File: src/rtl/sub_serial.sv
// sub_serial: bit-serial unsigned subtractor, d = a - b - bin.
// One full-subtractor stage is reused for WIDTH cycles, LSB first.
//
// Ports:
//   clk    - clock, rising-edge active
//   rst_n  - asynchronous active-low reset
//   start  - begin one subtraction (sampled in IDLE and FIN only)
//   a, b   - minuend / subtrahend, latched on the accept edge
//   bin    - borrow-in, latched on the accept edge
//   d      - difference, registered, updated only when a result completes
//   bout   - borrow-out, registered alongside d
//   busy   - high while bits are being processed
//   done   - one-cycle pulse when d/bout carry a new result
//
// state | meaning
// IDLE  | waiting for start
// RUN   | one operand bit processed per edge
// FIN   | result valid, done pulse; start here chains the next operation
module sub_serial #(
    parameter int WIDTH = 4
) (
    input  logic             clk,
    input  logic             rst_n,
    input  logic             start,
    input  logic [WIDTH-1:0] a,
    input  logic [WIDTH-1:0] b,
    input  logic             bin,
    output logic [WIDTH-1:0] d,
    output logic             bout,
    output logic             busy,
    output logic             done
);

    // Counter needs to reach WIDTH-1; keep at least one bit for WIDTH=1.
    localparam int CW = (WIDTH > 1) ? $clog2(WIDTH) : 1;

    typedef enum logic [1:0] {
        IDLE = 2'd0,
        RUN  = 2'd1,
        FIN  = 2'd2
    } state_t;

    state_t           state;
    logic [WIDTH-1:0] opa;
    logic [WIDTH-1:0] opb;
    logic [WIDTH-1:0] res;
    logic             br;
    logic [CW-1:0]    cnt;

    logic             x;
    logic             y;
    logic             diff;
    logic             br_nxt;
    logic [WIDTH-1:0] res_nxt;
    logic             last;

    // Operands shift right each RUN edge, so the current bit is always at [0].
    // The result fills from the top so the final bit lands it fully aligned.
    always_comb begin
        x       = opa[0];
        y       = opb[0];
        diff    = x ^ y ^ br;
        br_nxt  = (~x & y) | (~x & br) | (y & br);
        res_nxt = res >> 1;
        res_nxt[WIDTH-1] = diff;
        last    = (cnt == CW'(WIDTH - 1));
    end

    always_ff @(posedge clk or negedge rst_n) begin
        if (!rst_n) begin
            state <= IDLE;
            opa   <= '0;
            opb   <= '0;
            res   <= '0;
            br    <= 1'b0;
            cnt   <= '0;
            d     <= '0;
            bout  <= 1'b0;
            busy  <= 1'b0;
            done  <= 1'b0;
        end else begin
            done <= 1'b0;
            case (state)
                IDLE, FIN: begin
                    if (start) begin
                        opa   <= a;
                        opb   <= b;
                        br    <= bin;
                        res   <= '0;
                        cnt   <= '0;
                        busy  <= 1'b1;
                        state <= RUN;
                    end else begin
                        busy  <= 1'b0;
                        state <= IDLE;
                    end
                end
                RUN: begin
                    opa <= opa >> 1;
                    opb <= opb >> 1;
                    br  <= br_nxt;
                    res <= res_nxt;
                    if (last) begin
                        d     <= res_nxt;
                        bout  <= br_nxt;
                        busy  <= 1'b0;
                        done  <= 1'b1;
                        state <= FIN;
                    end else begin
                        cnt <= cnt + CW'(1);
                    end
                end
                default: begin
                    busy  <= 1'b0;
                    state <= IDLE;
                end
            endcase
        end
    end

endmodule

File: config.mk
export PLATFORM = sky130hd
export DESIGN_NAME = sub_serial
export DESIGN_NICKNAME = d
export VERILOG_FILES = /design/src/rtl/sub_serial.sv
export SDC_FILE = /design/constraint.sdc
export NUM_CORES = 1
export LEC_CHECK = 0
export ABC_CLOCK_PERIOD_IN_PS = 1700
export BUFFER_PORTS_ARGS = -buffer_cell sky130_fd_sc_hd__buf_4
export CORE_MARGIN = 2
export CORE_UTILIZATION = 54
export CTS_CLUSTER_SIZE = 28
export DETAILED_ROUTE_END_ITERATION = 16
export PLACE_DENSITY = 0.77
export SKIP_LAST_GASP = 1
export SLEW_MARGIN = 20
export SYNTH_ARGS = -nofsm -noshare
export SYNTH_HDL_FRONTEND = slang
export SYNTH_SLANG_ARGS = --single-unit
File: constraint.sdc
create_clock -name clk -period 1.7 [get_ports clk]
set_clock_uncertainty 0.2 [all_clocks]
set_input_delay 0 -clock clk [delete_from_list [all_inputs] [get_ports clk]]
set_output_delay 0 -clock clk [all_outputs]
set_load 0.005 [all_outputs]
==> reports/summary.txt, run 1 <==
status -> finished clean
Via Count -> 806
vias in the first global route -> 891
number of nets in the layout -> 141
fmax -> 615.8 MHz
FF-to-FF Start -> opa[0]$_DFFE_PN0P_
worst setup margin -> 0.07621 ns
Final ANT Viol Nets -> 0
RSZ-0062 raised after global routing -> false
CORE AREA -> 0.001982 mm^2
die area -> 0.002522 mm^2
number of synthesized flops with an enable pin -> 0
worst slack, placed -> 0.08977 ns
die width -> 50.22 um
ys async rst share -> 1.000
Post-Syn Area -> 0.001154 mm^2
flops & latches, synth -> 23
post-CTS setup buffers -> 0
Hold Vio Cnt, Final -> 0
Tcrit/Tclk final -> 0.9552
Rows -> 16
Max FO, Critical Path -> 3
CP Class -> reg -> reg
Critical Path Sink Type -> register
Residual DRC -> 0
first-pass GRT wire length -> 3739 um
critical path required time -> 1.72 ns
syn nets -> 99
mux contribution to synthesized area -> 0.2668
GP Congestion -> 0.6806
sequential fraction of the synthesis area -> 0.4989
Leakage Power -> 0.0007722 uW
Final HPWL DP -> 1263 um
layout cells sized above 1 -> 0.2619
Worst VDD drop -> 997.6 uV
Arr. time, crit path -> 1.64 ns
CTS tree -> done
largest net degree at the start of global routing -> 24
Final TNS setup -> 0 ns
simple-gate area share of the yosys netlist -> 0.06399
buffers from clock root to sink, at most -> 2
hold worst-path end -> d[2]$_DFFE_PN0P_
commonest non-fill, non-tap cells in the layout -> 24 x mux2i_1, 23 x dfrtp_1, 21 x dlygate4sd3_1, 21 x buf_4, 6 x mux2_2
Yosys cell types -> 25
Primary FF master, synth -> dfrtp_1
max incr delay on CP -> 0.57 ns
TritonCTS Buffers -> 3
r2r setup slk -> 0.08 ns
total wire length -> 2066 um
compound-gate portion of the synthesized area -> 0.08134
setup violators final -> 0
CTS sink count -> 23
max-cap viol count -> 0
Worst path slowest cell -> fa_1
adder and majority gate portion of the synthesized area -> 0.02820
min-delay src -> d[2]$_DFFE_PN0P_
initial antenna violation count -> 0
Iter 0 DRT Violations -> 1
Synth Area in XOR/XNOR -> 0
Pins Over Slew Limit -> 0
Die Span Y -> 50.22 um
Max-Slew Margin vs Limit -> 0.7332
I/O Pins -> 19
Mapped Avg Cell Area -> 13.57 um^2
Worst-Margin Slew -> 0.4002 ns
clock root cell -> clkbuf_4
cell chain of the critical path -> inv_1, fa_1, nand2b_2, a32o_1
Hold Crit Class -> reg -> reg
Worst Hold Depth -> 1
All-Layer GR Usage -> 0.1959
largest family of logic cells by synthesized area -> multiplexers
I/O Buffers -> 18
fillcell total -> 127
# diodes -> 0
FF-to-FF End -> res[3]$_DFFE_PN0P_
DR WL/cell -> 13.50 um
Syn-to-layout area delta -> 32.32%
final global-route overflow total -> 0
drt first pass iters -> 2
Worst Reg2Reg Path Length in Cells -> 4
clk_lat worst skew -> 0.31 ns
H-tree Lvls -> 1
Syn Inst Count -> 85
crit path time final -> 1.624 ns
PwrDens -> 1475 mW/mm^2
CTS clk-pin slew, worst paths -> 0.12 ns
CP startpoint kind -> register
Yosys Warn Count -> 0
vias per cell -> 5.268
Initial Util -> 0.5821
commonest non-fill, non-tap cell in the layout -> mux2i_1
per-stage QoR:
step	hold WS (ns)	power, uW	cell area, um^2	utilization	std cells
final	0.3203	2251	1526	0.7702	153
after CTS	0.3277	2260	1526	0.7702	153
after floorplan	-0.4956	1675	1154	-	85
after global placement	-0.2917	1875	1290	0.6509	128
after global routing	0.3454	2438	1526	0.7702	153
after detailed placement	-0.2893	1912	1290	0.6509	128
what timing repair did:
action                    CTS  global route
hold buffers               21             0
hold endpoints to repair   33             0
resized for setup           0             0
worst max-delay path: cells and delay by family (launching register included):
family          cells  cell delay [ns]
compound gates      1             0.25
simple gates        1             0.06
buf+inv             1             0.07
flops               1             0.39
fa+ha+maj           1             0.57
kinds of logic after synthesis:
logic type,after synthesis
buffers and inverters,9
flip-flops,23
adder cells (fa/ha/maj),2
AO/OA/AOI/OAI,11
multiplexers,30
AND/OR/NAND/NOR,10
worst max-delay path by stage:
stage	start	endpoint	slack, ns
6_report	opa[0]$_DFFE_PN0P_	res[3]$_DFFE_PN0P_	0.08
5_1_grt	opa[0]$_DFFE_PN0P_	res[3]$_DFFE_PN0P_	0.008
4_1_cts	opa[0]$_DFFE_PN0P_	res[3]$_DFFE_PN0P_	0.08
3_3_place_gp	opa[0]$_DFFE_PN0P_	res[3]$_DFFE_PN0P_	0.11
3_5_place_dp	opa[0]$_DFFE_PN0P_	res[3]$_DFFE_PN0P_	0.09
2_1_floorplan	opa[0]$_DFFE_PN0P_	res[3]$_DFFE_PN0P_	0.14
cell type report:
| type | instances | area, um^2 | area share |
|---|---|---|---|
| flip-flops and latches | 23 | 575.6 | 0.3771 |
| inverters | 4 | 15.01 | 0.009836 |
| multi-input cells | 53 | 508.0 | 0.3328 |
| well taps | 27 | 33.78 | 0.02213 |
| clock buffers | 4 | 26.28 | 0.01721 |
| repair buffers | 42 | 367.9 | 0.2410 |
flip-flops by register name, indices dropped and copies added (netlist names), 2 cells and up:
register,cells
d,4
opa,4
opb,4
res,3
cnt,2
state,2
synthesized netlist by cell type (2+ instances only):
library cell | instances | area, um^2
o211a_1 | 2 | 20.02
nor2b_1 | 2 | 12.51
mux2_2 | 6 | 67.56
mux2i_1 | 24 | 240.2
inv_1 | 4 | 15.01
o21ai_0 | 2 | 10.01
nor2_1 | 2 | 7.510
a22o_1 | 2 | 17.52
nand3_1 | 2 | 10.01
dfrtp_1 | 23 | 575.6
buf_6 | 2 | 22.52
report_power, final:
part	internal, uW	total (uW)	switching (uW)
sequential	785	998	213
combinational	620	1000	380
clock	91.7	253	162
metal layers:
metal / global-route usage / wire length [um] / vias up
li1: - / - / 385
met1: 0.2246 / 885 / 405
met2: 0.3596 / 1102 / 14
met3: 0.03571 / 53 / 2
met4: 0.06944 / 24 / 0
met5: 0 / 0 / -
(Power assumes the default switching activity.)
==> inputs of run 2 (changes only) <==
CORE_ASPECT_RATIO = 0.7   (was not set)
==> reports/summary.txt, run 2 (synthesized netlist as in run 1, its figures left out) <==
status -> finished clean (unchanged)
CTS sink count -> 23 (unchanged)
commonest non-fill, non-tap cells in the layout -> 24 x mux2i_1, 23 x dfrtp_1, 21 x dlygate4sd3_1, 20 x buf_4, 6 x mux2_2 (was 24 x mux2i_1, 23 x dfrtp_1, 21 x dlygate4sd3_1, 21 x buf_4, 6 x mux2_2)
largest net degree at the start of global routing -> 24 (unchanged)
Residual DRC -> 0 (unchanged)
Initial Util -> 0.5960 (was 0.5821)
# diodes -> 0 (unchanged)
PwrDens -> 1495 mW/mm^2 (was 1475 mW/mm^2)
die area -> 0.002528 mm^2 (was 0.002522 mm^2)
Worst Hold Depth -> 1 (unchanged)
GP Congestion -> 0.6968 (was 0.6806)
final instance area -> 0.001513 mm^2 (was 0.001526 mm^2)
I/O Pins -> 19 (unchanged)
commonest non-fill, non-tap cell in the layout -> mux2i_1 (unchanged)
max-cap viol count -> 0 (unchanged)
drt first pass iters -> 4 (was 2)
fillcell total -> 114 (was 127)
Die Span Y -> 42.67 um (was 50.22 um)
CORE AREA -> 0.001936 mm^2 (was 0.001982 mm^2)
final core utilization -> 0.7815 (was 0.7702)
Via Count -> 803 (was 806)
critical path required time -> 1.70 ns (was 1.72 ns)
first-pass GRT wire length -> 3588 um (was 3739 um)
clock root cell -> clkbuf_4 (unchanged)
DR WL/cell -> 15.31 um (was 13.50 um)
clk_lat worst skew -> 0.32 ns (was 0.31 ns)
CP Class -> reg -> reg (unchanged)
final cell count without fillers -> 147 (was 153)
Final ANT Viol Nets -> 0 (unchanged)
Hold Crit Class -> reg -> reg (unchanged)
Arr. time, crit path -> 1.63 ns (was 1.64 ns)
Hold Vio Cnt, Final -> 0 (unchanged)
final hold slack -> 0.3200 ns (was 0.3203 ns)
Pins Over Slew Limit -> 0 (unchanged)
I/O Buffers -> 18 (unchanged)
crit path time final -> 1.628 ns (was 1.624 ns)
top flop regs -> d x4, opa x4, opb x4 (unchanged)
number of nets in the layout -> 140 (was 141)
All-Layer GR Usage -> 0.1959 (about the same)
area occupied by multi-input gates -> 508.0 um^2 (unchanged)
Critical Path Sink Type -> register (unchanged)
Final HPWL DP -> 1352 um (was 1263 um)
Max-Slew Margin vs Limit -> 0.6956 (was 0.7332)
Worst-Margin Slew -> 0.4567 ns (was 0.4002 ns)
Rows -> 13 (was 16)
vias per cell -> 5.463 (was 5.268)
CP startpoint kind -> register (unchanged)
Worst VDD drop -> 897.6 uV (was 997.6 uV)
Leakage Power -> 0.0007675 uW (was 0.0007722 uW)
H-tree Lvls -> 1 (unchanged)
die width -> 59.25 um (was 50.22 um)
Final TNS setup -> 0 ns (unchanged)
total wire length -> 2251 um (was 2066 um)
CTS tree -> done (unchanged)
Worst Reg2Reg Path Length in Cells -> 4 (unchanged)
post-CTS setup buffers -> 0 (unchanged)
Max FO, Critical Path -> 3 (unchanged)
final global-route overflow total -> 0 (unchanged)
post-CTS resize count -> 0 (unchanged)
Iter 0 DRT Violations -> 35 (was 1)
buffers from clock root to sink, at most -> 2 (unchanged)
initial antenna violation count -> 0 (unchanged)
layout cells sized above 1 -> 0.2560 (was 0.2619)
Tcrit/Tclk final -> 0.9577 (was 0.9552)
CTS clk-pin slew, worst paths -> 0.11 ns (was 0.12 ns)
total placed cells including tap cells -> 122 (was 128)
# hold bufs at CTS -> 21 (unchanged)
RSZ-0062 raised after global routing -> false (unchanged)
vias in the first global route -> 776 (was 891)
register area -> 575.6 um^2 (unchanged)
TritonCTS Buffers -> 3 (unchanged)
setup violators final -> 0 (unchanged)
DP Area -> 0.001276 mm^2 (was 0.001290 mm^2)
fmax -> 614.2 MHz (was 615.8 MHz)
Syn-to-layout area delta -> 31.13% (was 32.32%)
[run 2: worst paths after layout]
kind / from / slack, ns / endpoint
worst max-delay path: opa[0]$_DFFE_PN0P_ / 0.07 / res[3]$_DFFE_PN0P_
min in group asynchronous: rst_n / 0.44 / opa[3]$_DFFE_PN0P_
worst max register to register: opa[0]$_DFFE_PN0P_ / 0.07 / res[3]$_DFFE_PN0P_
worst min-delay path: d[2]$_DFFE_PN0P_ / 0.32 / d[2]$_DFFE_PN0P_
worst min register to register: d[2]$_DFFE_PN0P_ / 0.32 / d[2]$_DFFE_PN0P_
max in group asynchronous: rst_n / 0.61 / res[3]$_DFFE_PN0P_
[run 2: metal layers]
| metal | up-vias | track usage | share of wire |
|---|---|---|---|
| li1 | 386 | - | - |
| met1 | 396 | 0.2682 | 0.48 |
| met2 | 19 | 0.3011 | 0.48 |
| met3 | 2 | 0.05793 | 0.036 |
| met4 | 0 | 0.05455 | 0.0062 |
| met5 | - | 0 | 0 |
[run 2: metrics by stage]
| stage | power, uW | worst slack, ns |
|---|---|---|
| finish | 2261 | 0.07190 |
| global route | 2425 | 0.03549 |
| CTS | 2258 | 0.06874 |
| detailed placement | 1908 | 0.08775 |
| global placement | 1854 | 0.1133 |
| floorplan | 1675 | 0.1370 |
[run 2: cell type report]
type / instances / area share
Tap cell: 22 / 0.01820
Sequential cell: 23 / 0.3805
Clock buffer: 4 / 0.01737
Timing Repair Buffer: 41 / 0.2382
Multi-Input combinational cell: 53 / 0.3358
Inverter: 4 / 0.009926
[run 2: worst max-delay path, cell delays in order, from the launching register on]
cell,delay (ns)
dfrtp_1,0.39
inv_1,0.07
fa_1,0.57
nand2b_2,0.06
a32o_1,0.25
[run 2: report_power, final]
| group | internal, uW | switching (uW) | total (uW) |
|---|---|---|---|
| combinational | 605 | 382 | 987 |
| sequential | 784 | 235 | 1020 |
| clock | 91.7 | 162 | 254 |
